<file path="src/rtl/jg3_pkg.sv">
// Shared types and constants for the three-judge vote collector.
// Latency: n/a (declarations only).
// Backpressure: n/a.
package jg3_pkg;

    localparam int NUM_JUDGES = 3;

    // Bit positions of each judge inside the vote word abc.
    localparam int JUDGE_A = 2;
    localparam int JUDGE_B = 1;
    localparam int JUDGE_C = 0;

    typedef enum logic [1:0] {
        IDLE    = 2'd0,
        COLLECT = 2'd1,
        EVAL    = 2'd2,
        DONE    = 2'd3
    } state_t;

    typedef struct packed {
        logic pass;
        logic none;
    } decision_t;

endpackage

</file>
<file path="src/rtl/jg3_vote_collector_if.sv">
// Handshake and result bundle between judge front end, collector and display logic.
// Latency: n/a (wires only).
// Backpressure: votes are held by the judge side until vote_ack; results are strobed, never stalled.
interface jg3_vote_collector_if;
    import jg3_pkg::*;

    logic                  start;
    logic [NUM_JUDGES-1:0] vote_valid;
    logic [NUM_JUDGES-1:0] vote_val;
    logic [NUM_JUDGES-1:0] vote_ack;
    logic                  busy;
    logic [NUM_JUDGES-1:0] abc;
    logic                  pass;
    logic                  none;
    logic                  timed_out;
    logic                  result_valid;

    // Judge/display side: drives requests and votes, observes acks and results.
    modport master (
        output start, vote_valid, vote_val,
        input  vote_ack, busy, abc, pass, none, timed_out, result_valid
    );

    // Collector side.
    modport slave (
        input  start, vote_valid, vote_val,
        output vote_ack, busy, abc, pass, none, timed_out, result_valid
    );

endinterface

</file>
<file path="src/rtl/jg3_vote_decode.sv">
// Combinational decision: abc -> {pass, none}.
// Latency: 0 cycles.
// Backpressure: none, pure logic.
module jg3_vote_decode
    import jg3_pkg::*;
(
    input  logic [NUM_JUDGES-1:0] abc,
    output decision_t             dec
);

    // Judge C holds a veto: pass needs C plus at least one of A or B.
    assign dec.pass = abc[JUDGE_C] & (abc[JUDGE_A] | abc[JUDGE_B]);
    assign dec.none = (abc == '0);

endmodule

</file>
<file path="src/rtl/jg3_vote_collector.sv">
// Opens a voting window on start, collects one vote per judge, decides, strobes result_valid.
// Latency: result_valid is high in the second cycle after the edge that samples the last vote.
// Backpressure: judges hold vote_valid until acked; start while busy is dropped.
module jg3_vote_collector
    import jg3_pkg::*;
#(
    parameter int TIMEOUT_CYCLES = 255,
    parameter int CNT_W          = 8
) (
    input logic                 clk,
    input logic                 rst_n,
    jg3_vote_collector_if.slave bus
);

    localparam logic [CNT_W-1:0]      CNT_LAST  = CNT_W'(TIMEOUT_CYCLES - 1);
    localparam logic [CNT_W-1:0]      CNT_ONE   = CNT_W'(1);
    localparam logic [NUM_JUDGES-1:0] ALL_VOTED = '1;

    state_t                state, state_nxt;
    logic [NUM_JUDGES-1:0] voted, voted_nxt;
    logic [NUM_JUDGES-1:0] votes, votes_nxt;
    logic [NUM_JUDGES-1:0] accept;
    logic [NUM_JUDGES-1:0] ack, ack_nxt;
    logic [CNT_W-1:0]      cnt, cnt_nxt;
    logic                  to_pend, to_pend_nxt;
    logic [NUM_JUDGES-1:0] abc_q, abc_nxt;
    logic                  pass_q, pass_nxt;
    logic                  none_q, none_nxt;
    logic                  to_q, to_nxt;
    logic                  rv_q, rv_nxt;
    decision_t             dec;

    // Decision is computed from the live vote register and captured in EVAL.
    jg3_vote_decode u_decode (
        .abc (votes),
        .dec (dec)
    );

    // Next-state, vote acceptance, timeout and result capture.
    always_comb begin
        state_nxt   = state;
        voted_nxt   = voted;
        votes_nxt   = votes;
        accept      = '0;
        ack_nxt     = '0;
        cnt_nxt     = cnt;
        to_pend_nxt = to_pend;
        abc_nxt     = abc_q;
        pass_nxt    = pass_q;
        none_nxt    = none_q;
        to_nxt      = to_q;
        rv_nxt      = 1'b0;

        case (state)
            IDLE: begin
                if (bus.start) begin
                    state_nxt = COLLECT;
                    voted_nxt = '0;
                    votes_nxt = '0;
                    cnt_nxt   = '0;
                end
            end

            COLLECT: begin
                // First vote per judge is final; repeats are neither latched nor acked.
                accept    = bus.vote_valid & ~voted;
                ack_nxt   = accept;
                voted_nxt = voted | accept;
                votes_nxt = votes | (accept & bus.vote_val);
                cnt_nxt   = cnt + CNT_ONE;
                // A full set wins over the timeout, even in the timeout cycle itself.
                if ((voted | accept) == ALL_VOTED) begin
                    state_nxt   = EVAL;
                    to_pend_nxt = 1'b0;
                end else if (cnt == CNT_LAST) begin
                    state_nxt   = EVAL;
                    to_pend_nxt = 1'b1;
                end
            end

            EVAL: begin
                abc_nxt   = votes;
                pass_nxt  = dec.pass;
                none_nxt  = dec.none;
                to_nxt    = to_pend;
                rv_nxt    = 1'b1;
                state_nxt = DONE;
            end

            DONE: begin
                state_nxt = IDLE;
            end

            default: begin
                state_nxt = IDLE;
            end
        endcase
    end

    // State and datapath registers; reset discards any partial window.
    always_ff @(posedge clk or negedge rst_n) begin
        if (!rst_n) begin
            state   <= IDLE;
            voted   <= '0;
            votes   <= '0;
            ack     <= '0;
            cnt     <= '0;
            to_pend <= 1'b0;
            abc_q   <= '0;
            pass_q  <= 1'b0;
            none_q  <= 1'b0;
            to_q    <= 1'b0;
            rv_q    <= 1'b0;
        end else begin
            state   <= state_nxt;
            voted   <= voted_nxt;
            votes   <= votes_nxt;
            ack     <= ack_nxt;
            cnt     <= cnt_nxt;
            to_pend <= to_pend_nxt;
            abc_q   <= abc_nxt;
            pass_q  <= pass_nxt;
            none_q  <= none_nxt;
            to_q    <= to_nxt;
            rv_q    <= rv_nxt;
        end
    end

    assign bus.vote_ack     = ack;
    assign bus.busy         = (state != IDLE);
    assign bus.abc          = abc_q;
    assign bus.pass         = pass_q;
    assign bus.none         = none_q;
    assign bus.timed_out    = to_q;
    assign bus.result_valid = rv_q;

endmodule

</file>
<file path="src/flat_wrapper.sv">
// flat-port wrapper written by rule: the top's interface ports become plain ports
module jg3_vote_collector_flat import jg3_pkg::*;
#(
    parameter int TIMEOUT_CYCLES = 255,
    parameter int CNT_W          = 8
)
  (clk, rst_n, bus_start, bus_vote_valid, bus_vote_val, bus_vote_ack, bus_busy, bus_abc, bus_pass, bus_none, bus_timed_out, bus_result_valid);
  jg3_vote_collector_if bus_i ();
  input logic clk;
  input logic rst_n;
  input wire logic [$bits(bus_i.start)-1:0] bus_start;
  input wire logic [$bits(bus_i.vote_valid)-1:0] bus_vote_valid;
  input wire logic [$bits(bus_i.vote_val)-1:0] bus_vote_val;
  output wire logic [$bits(bus_i.vote_ack)-1:0] bus_vote_ack;
  output wire logic [$bits(bus_i.busy)-1:0] bus_busy;
  output wire logic [$bits(bus_i.abc)-1:0] bus_abc;
  output wire logic [$bits(bus_i.pass)-1:0] bus_pass;
  output wire logic [$bits(bus_i.none)-1:0] bus_none;
  output wire logic [$bits(bus_i.timed_out)-1:0] bus_timed_out;
  output wire logic [$bits(bus_i.result_valid)-1:0] bus_result_valid;
  assign bus_i.start = bus_start;
  assign bus_i.vote_valid = bus_vote_valid;
  assign bus_i.vote_val = bus_vote_val;
  assign bus_vote_ack = bus_i.vote_ack;
  assign bus_busy = bus_i.busy;
  assign bus_abc = bus_i.abc;
  assign bus_pass = bus_i.pass;
  assign bus_none = bus_i.none;
  assign bus_timed_out = bus_i.timed_out;
  assign bus_result_valid = bus_i.result_valid;
  jg3_vote_collector #(.TIMEOUT_CYCLES(TIMEOUT_CYCLES), .CNT_W(CNT_W)) u_core (.clk(clk), .rst_n(rst_n), .bus(bus_i));
endmodule
</file>
<file path="config.mk">
export PLATFORM = sky130hd
export DESIGN_NAME = jg3_vote_collector_flat
export DESIGN_NICKNAME = d
export VERILOG_FILES = /design/src/rtl/jg3_pkg.sv /design/src/rtl/jg3_vote_collector_if.sv /design/src/rtl/jg3_vote_decode.sv /design/src/rtl/jg3_vote_collector.sv /design/src/flat_wrapper.sv
export SDC_FILE = /design/constraint.sdc
export NUM_CORES = 1
export LEC_CHECK = 0
export BUFFER_PORTS_ARGS = -buffer_cell sky130_fd_sc_hd__buf_2
export CELL_PAD_IN_SITES_DETAIL_PLACEMENT = 0
export CELL_PAD_IN_SITES_GLOBAL_PLACEMENT = 1
export CORE_ASPECT_RATIO = 1.2
export CORE_MARGIN = 2
export CORE_UTILIZATION = 43
export CTS_CLUSTER_SIZE = 28
export DETAILED_ROUTE_END_ITERATION = 8
export PLACE_DENSITY = 0.76
export SKIP_LAST_GASP = 1
export SYNTH_ARGS = -nofsm -noshare
export SYNTH_HDL_FRONTEND = slang
export SYNTH_SLANG_ARGS = --single-unit
export TNS_END_PERCENT = 30
</file>
<file path="constraint.sdc">
create_clock -name clk -period 1.8 [get_ports clk]
set_clock_uncertainty 0.1 [all_clocks]
set_input_delay 0.27 -clock clk [delete_from_list [all_inputs] [get_ports clk]]
set_output_delay 0.27 -clock clk [all_outputs]
set_load 0.02 [all_outputs]
</file>
* After elaboration in Yosys (flattened, before gate mapping) *
Index checks and enable logic that the tools add are counted.

storage, ports and cells
  logic and storage cells = 47
  register bits after elaboration = 27

operators by class
  bitwise gates (word level) = 7
  muxes and demuxes = 13
  $add $sub $neg = 1
  reduce and logical (&&, ||, !) cells = 8
  equality and inequality tests = 7

operators by type and width
  operator                                                                 number
  8-bit one-hot mux with 2 select lines                                    1
  3-bit one-hot mux with 2 select lines                                    2
  8-bit by 1-bit adder with 8-bit output, second input constant            1
  8-bit equality test, second input constant                               1
  8-bit two-way mux                                                        1
  2-bit one-hot mux with 4 select lines                                    1
  3-bit AND                                                                2
  2-bit two-way mux                                                        3
  3-bit two-way mux                                                        2
  3-bit OR                                                                 2
  2-bit AND reduction                                                      3
  2-bit nonzero test                                                       3
  2-bit equality test, second input constant                               2
  3-bit equality test, second input constant                               1
  3-bit zero test                                                          1
  1-bit two-way mux                                                        3
  3-bit by 1-bit inequality test with 1-bit output, second input constant  1
  3-bit inverter                                                           1
  2-bit by 1-bit equality test with 1-bit output, second input constant    1
  2-bit zero test                                                          1
  2-bit inequality test, second input constant                             1
  1-bit AND                                                                1
  1-bit OR                                                                 1

* Longest topological paths before layout *
  depth in word-level cells = 6
  depth in mapped cells = 7
  gate-level depth less buffers = 6

* By module *
Synthesis repeated with hierarchy kept, for this count alone.

unflattened totals
  cell total of the unflattened synthesis = 118
  area, all modules = 1272.5 µm²

modules (own cells, without submodules)
  module              instances  area each (µm²)  sequential area each (µm²)  cells an instance
  jg3_vote_collector  1          1255.0           675.6                       116
  jg3_vote_decode     1          17.5             0.0                         2

* Least setup slack after synthesis *
OpenSTA, ideal clock, no wires.

  path kind = flip-flop to flip-flop
  from = register u_core.state[0]
  to = register u_core.cnt[5]
  buffers on the path = 1
  required time = 1.567 ns
  slack = 0.172 ns
  setup time = 0.133 ns
  cell stages (with the launch flop) = 8
  arrival = 1.395 ns
  cell sequence = dfrtp_1 -> inv_1 -> ha_1 -> mux2i_1 -> buf_6 -> nor3b_2 -> xnor2_1 -> nor2_2

on the way
  word-level cells in the longest chain between the ends = 3

RTL lines
  what                                                                               line                       RTL
  from (decl)                                                                        jg3_vote_collector.sv:19   state_t state, state_nxt;
  from (signal assigned)                                                             jg3_vote_collector.sv:115  state <= state_nxt;
  2-bit by 1-bit equality test with 1-bit output or 2-bit zero test (tied branches)  jg3_vote_collector.sv:54   case (state)
  2-bit nonzero test (no line) or 2-bit inequality test (tied branches)              --
  2-bit AND reduction (no line)                                                      --
  to (signal assigned)                                                               jg3_vote_collector.sv:119  cnt <= cnt_nxt;
  to (decl)                                                                          jg3_vote_collector.sv:24   logic [CNT_W-1:0] cnt, cnt_nxt;

Several ways; a longest one is shown, not always the timed one.
A chain may end at the register's enable or synchronous reset.

* Worst setup path in the final report *
  from = register u_core.state[1]
  to = register u_core.cnt[4]

The elaborated chain is that of the path after synthesis.

==> metrics.md <==
| Metric | Value |
|---|---|
| Outcome | `finished clean` |
| Later-pin clock latency in the skew report | `between 0.3 and 0.4 ns` |
| Max Used Layer | `met4` |
| Cells along the critical path | `inv_2 > ha_4 > mux2i_4 > buf_6 > nor3_2 > a21o_1 > a22o_2` |
| IO buf count | `19` |
| Hold Crit Class | `input port to flop` |
| Slowest stage cell, crit path | `dfrtp_1` |
| WL met2 | `approximately 1300 um` |
| Syn-to-layout area delta | `23.15%` |
| Cells after synthesis | `approximately 120` |
| PD cells | `1525 nW/um^2` |
| Fillers | `approximately 270` |
| Cell variety after synth | `27` |
| N_diodes | `0` |
| Initial DRC count | `29` |
| WL per Instance | `around 14 um` |
| Final Cycle Share | `0.9623` |
| Slowest stage delay, CP | `between 0.4 and 0.5 ns` |
| Slew headroom | `0.5960` |
| WP data arrival | `~1.9 ns` |
| Starting density of the core | `0.4501` |
| Sequential Area | `roughly 680 sq um` |
| Pleak | `between 0.0007 and 0.0008 uW` |
| Grt ovf | `0` |
| YS warnings | `0` |
| Syn Area/Cell | `about 11 sq um` |
| Finished Layout Cells | `181` |
| Initial antenna violation count | `0` |
| Placed cell count | `170` |
| Sequential element share of the synthesized area | `0.5389` |
| Yosys top cell by area | `dfrtp_1` |
| Met3 wire len | `58 um` |
| Number of global-route vias before repair | `903` |
| Top delay family on crit path | `flip-flops` |
| Wire length on met1 | `around 1100 um` |
| Core ar. | `between 2000 and 3000 sq um` |
| Tmin final | `approximately 1.7 ns` |
| Antenna-violating nets left | `0` |
| Clock transition time at the flip-flop clock pins of the worst setup and hold paths | `roughly 0.15 ns` |
| Buf/Inv on CP | `2` |
| #FFs+latches synth | `27` |
| CTS H-tree lvls | `1` |
| Post-Syn Nets | `between 100 and 150` |
| # nets final | `approximately 160` |
| Detailed Routing Iterations Pass 1 | `4` |
| Share of the synthesized area in the top cell type | `0.5389` |
| Placed wire-length estimate | `~1700 um` |
| Max VDD drop | `0.8273 mV` |
| Ranking of synthesized cells by area | `dfrtp_1 54%, ha_1 6.0%, mux2_2 5.4%` |
| Die span in x | `between 50 and 60 um` |
| Placed instance area | `~1400 sq um` |
| Synthesized cell area | `1254 sq um` |
| Critical Path End Type | `flop` |
| Die ar. | `3365 sq um` |
| Ports | `20` |
| Final wirelength | `around 2500 um` |
| Via density | `5.182` |
| Clock Path Buffers | `2` |
| Largest net degree at the start of global routing | `28` |
| Max Fclk | `approximately 580 MHz` |
| Area of the multi-input gates | `between 500 and 600 sq um` |
| Vias | `938` |
| Clock Tree Root | `clkbuf_4` |
| Die Y | `around 63 um` |
| CP Launch Type | `flop` |
| Power after layout | `roughly 2400 uW` |
| Final setup fails | `0` |
| Finished layout cell area | `between 1500 and 2000 sq um` |
| Share of layout cells above drive strength 1 | `0.3605` |
| CP Max Fanout | `5` |
| Wire length of the first global-routing pass | `approximately 4000 um` |
| Worst-margin pin slew | `approximately 0.61 ns` |
| FP Rows | `21` |
| TritonCTS clock tree | `built` |
| CP Class | `flop to flop` |
| Final hold violations | `0` |
| MaxCap Viol Count | `0` |
| GP Congestion | `roughly 0.8` |
| Clock tree sinks | `27` |
| TritonCTS buffer count | `3` |
| Worst endpoint required time | `between 1.5 and 2 ns` |
| Max Slew Vio Count | `0` |
| Remaining DRCs | `0` |
| Total track usage | `0.1581` |
==> cell type report <==
cell class,count,area share
flip-flops and latches,27,0.4376
inverters,9,0.02188
clock buffers,3,0.01459
repair buffers,31,0.1224
well taps,34,0.02755
clock inverters,1,0.003241
multi-input cells,76,0.3728
==> tightest hold or removal path, stage by stage <==
cell and delay [ns]:
buf_2 0.11, a21oi_1 0.06, nor2_1 0.08
==> power breakdown <==
part | switching (uW) | internal (uW)
combinational | 654 | 552
sequential | 113 | 778
clock | 174 | 83.2
total | 941 | 1410
==> cells by family (layout without fill, tap and decap cells) <==
logic type,count (synthesis),in the layout,synth area share
AOI/OAI and AO/OA,22,22,0.1168
xor gates and xnor gates,2,2,0.01397
adders and majority gates,6,6,0.05988
buffers and inverters,12,44,0.04192
DFF,27,27,0.5389
muxes,9,9,0.07784
and+or+nand+nor,37,37,0.1507
==> placed cells by master, fill, tap and decap left out, types with 3 or more instances in the layout <==
cell type | synthesis | final
ha_1 | 6 | 4
mux2_2 | 6 | 6
a41oi_1 | 3 | 3
nand3_1 | 3 | 3
a21oi_1 | 5 | 5
inv_1 | 9 | 8
buf_2 | 0 | 20
clkbuf_4 | 0 | 3
a22o_2 | 3 | 3
nand2_1 | 8 | 8
dfrtp_1 | 27 | 27
and3_1 | 3 | 3
o21ai_0 | 4 | 4
nor2_1 | 13 | 12
buf_4 | 0 | 9
==> synthesized netlist by cell type <==
cell type	instances
a21o_1	2
a21oi_1	5
a22o_2	3
a41oi_1	3
and3_1	3
buf_6	1
clkbuf_1	2
dfrtp_1	27
ha_1	6
inv_1	9
mux2_2	6
mux2i_1	3
nand2_1	8
nand3_1	3
nand4_1	2
nor2_1	13
nor2_2	1
nor3_1	3
nor3_4	1
nor3b_2	1
nor4_1	1
o21a_1	1
o21ai_0	4
o21ai_1	2
o22ai_1	2
or2b_1	1
xnor2_1	2
==> layer usage <==
layer  up-vias  track usage
met3         4      0.02133
met1       456       0.2062
li1        466            -
met5         -            0
met4         0      0.08333
met2        12       0.2485
==> final timing paths <==
path / startpoint / endpoint / slack (ns) / cells past startpoint
worst max-delay path: u_core.state[1]$_DFFE_PN0P_ / u_core.cnt[4]$_DFFE_PN0P_ / 0.07 / 7
worst min-delay path: bus_vote_valid[2] / u_core.voted[2]$_DFFE_PN0P_ / 0.12 / 3
worst max register to register: u_core.state[1]$_DFFE_PN0P_ / u_core.cnt[4]$_DFFE_PN0P_ / 0.07 / 7
worst min register to register: u_core.bus.abc[1]$_DFFE_PN0P_ / u_core.bus.abc[1]$_DFFE_PN0P_ / 0.42 / 1
max in group asynchronous: rst_n / u_core.to_pend$_DFFE_PN0P_ / 0.83 / 2
min in group asynchronous: rst_n / u_core.cnt[2]$_DFFE_PN0P_ / 0.37 / 2
==> registers in the layout, summed over array words and instances (netlist names) <==
name and count:
u_core.cnt 8, u_core.bus.abc 3, u_core.bus.vote_ack 3, u_core.voted 3
u_core.votes 3, u_core.state 2, u_core.bus.none 1, u_core.bus.pass 1
u_core.bus.result_valid 1, u_core.bus.timed_out 1, u_core.to_pend 1
==> repair_timing <==
item                                   CTS  global route
setup buffers                            0             5
gates cloned                             0             1
setup endpoints to repair                8            12
hold buffers                             1             0
endpoints found under the hold margin   27             0
resized for setup                        1            11
pin swaps                                0             2
==> metrics by stage <==
step	utilization	TNS [ns]	setup slack [ns]	hold WS, ns
floorplan	-	0	0.1723	-0.1256
global placement	0.5063	0	0.08272	0.2062
detailed placement	0.5063	-0.03442	-0.02425	0.2178
CTS	0.5207	-0.01015	-0.006603	0.1098
global route	0.5544	-0.002119	-0.002119	0.09744
finish	0.5544	0	0.06795	0.1248
Note: power is estimated with default switching activity, not from simulation.
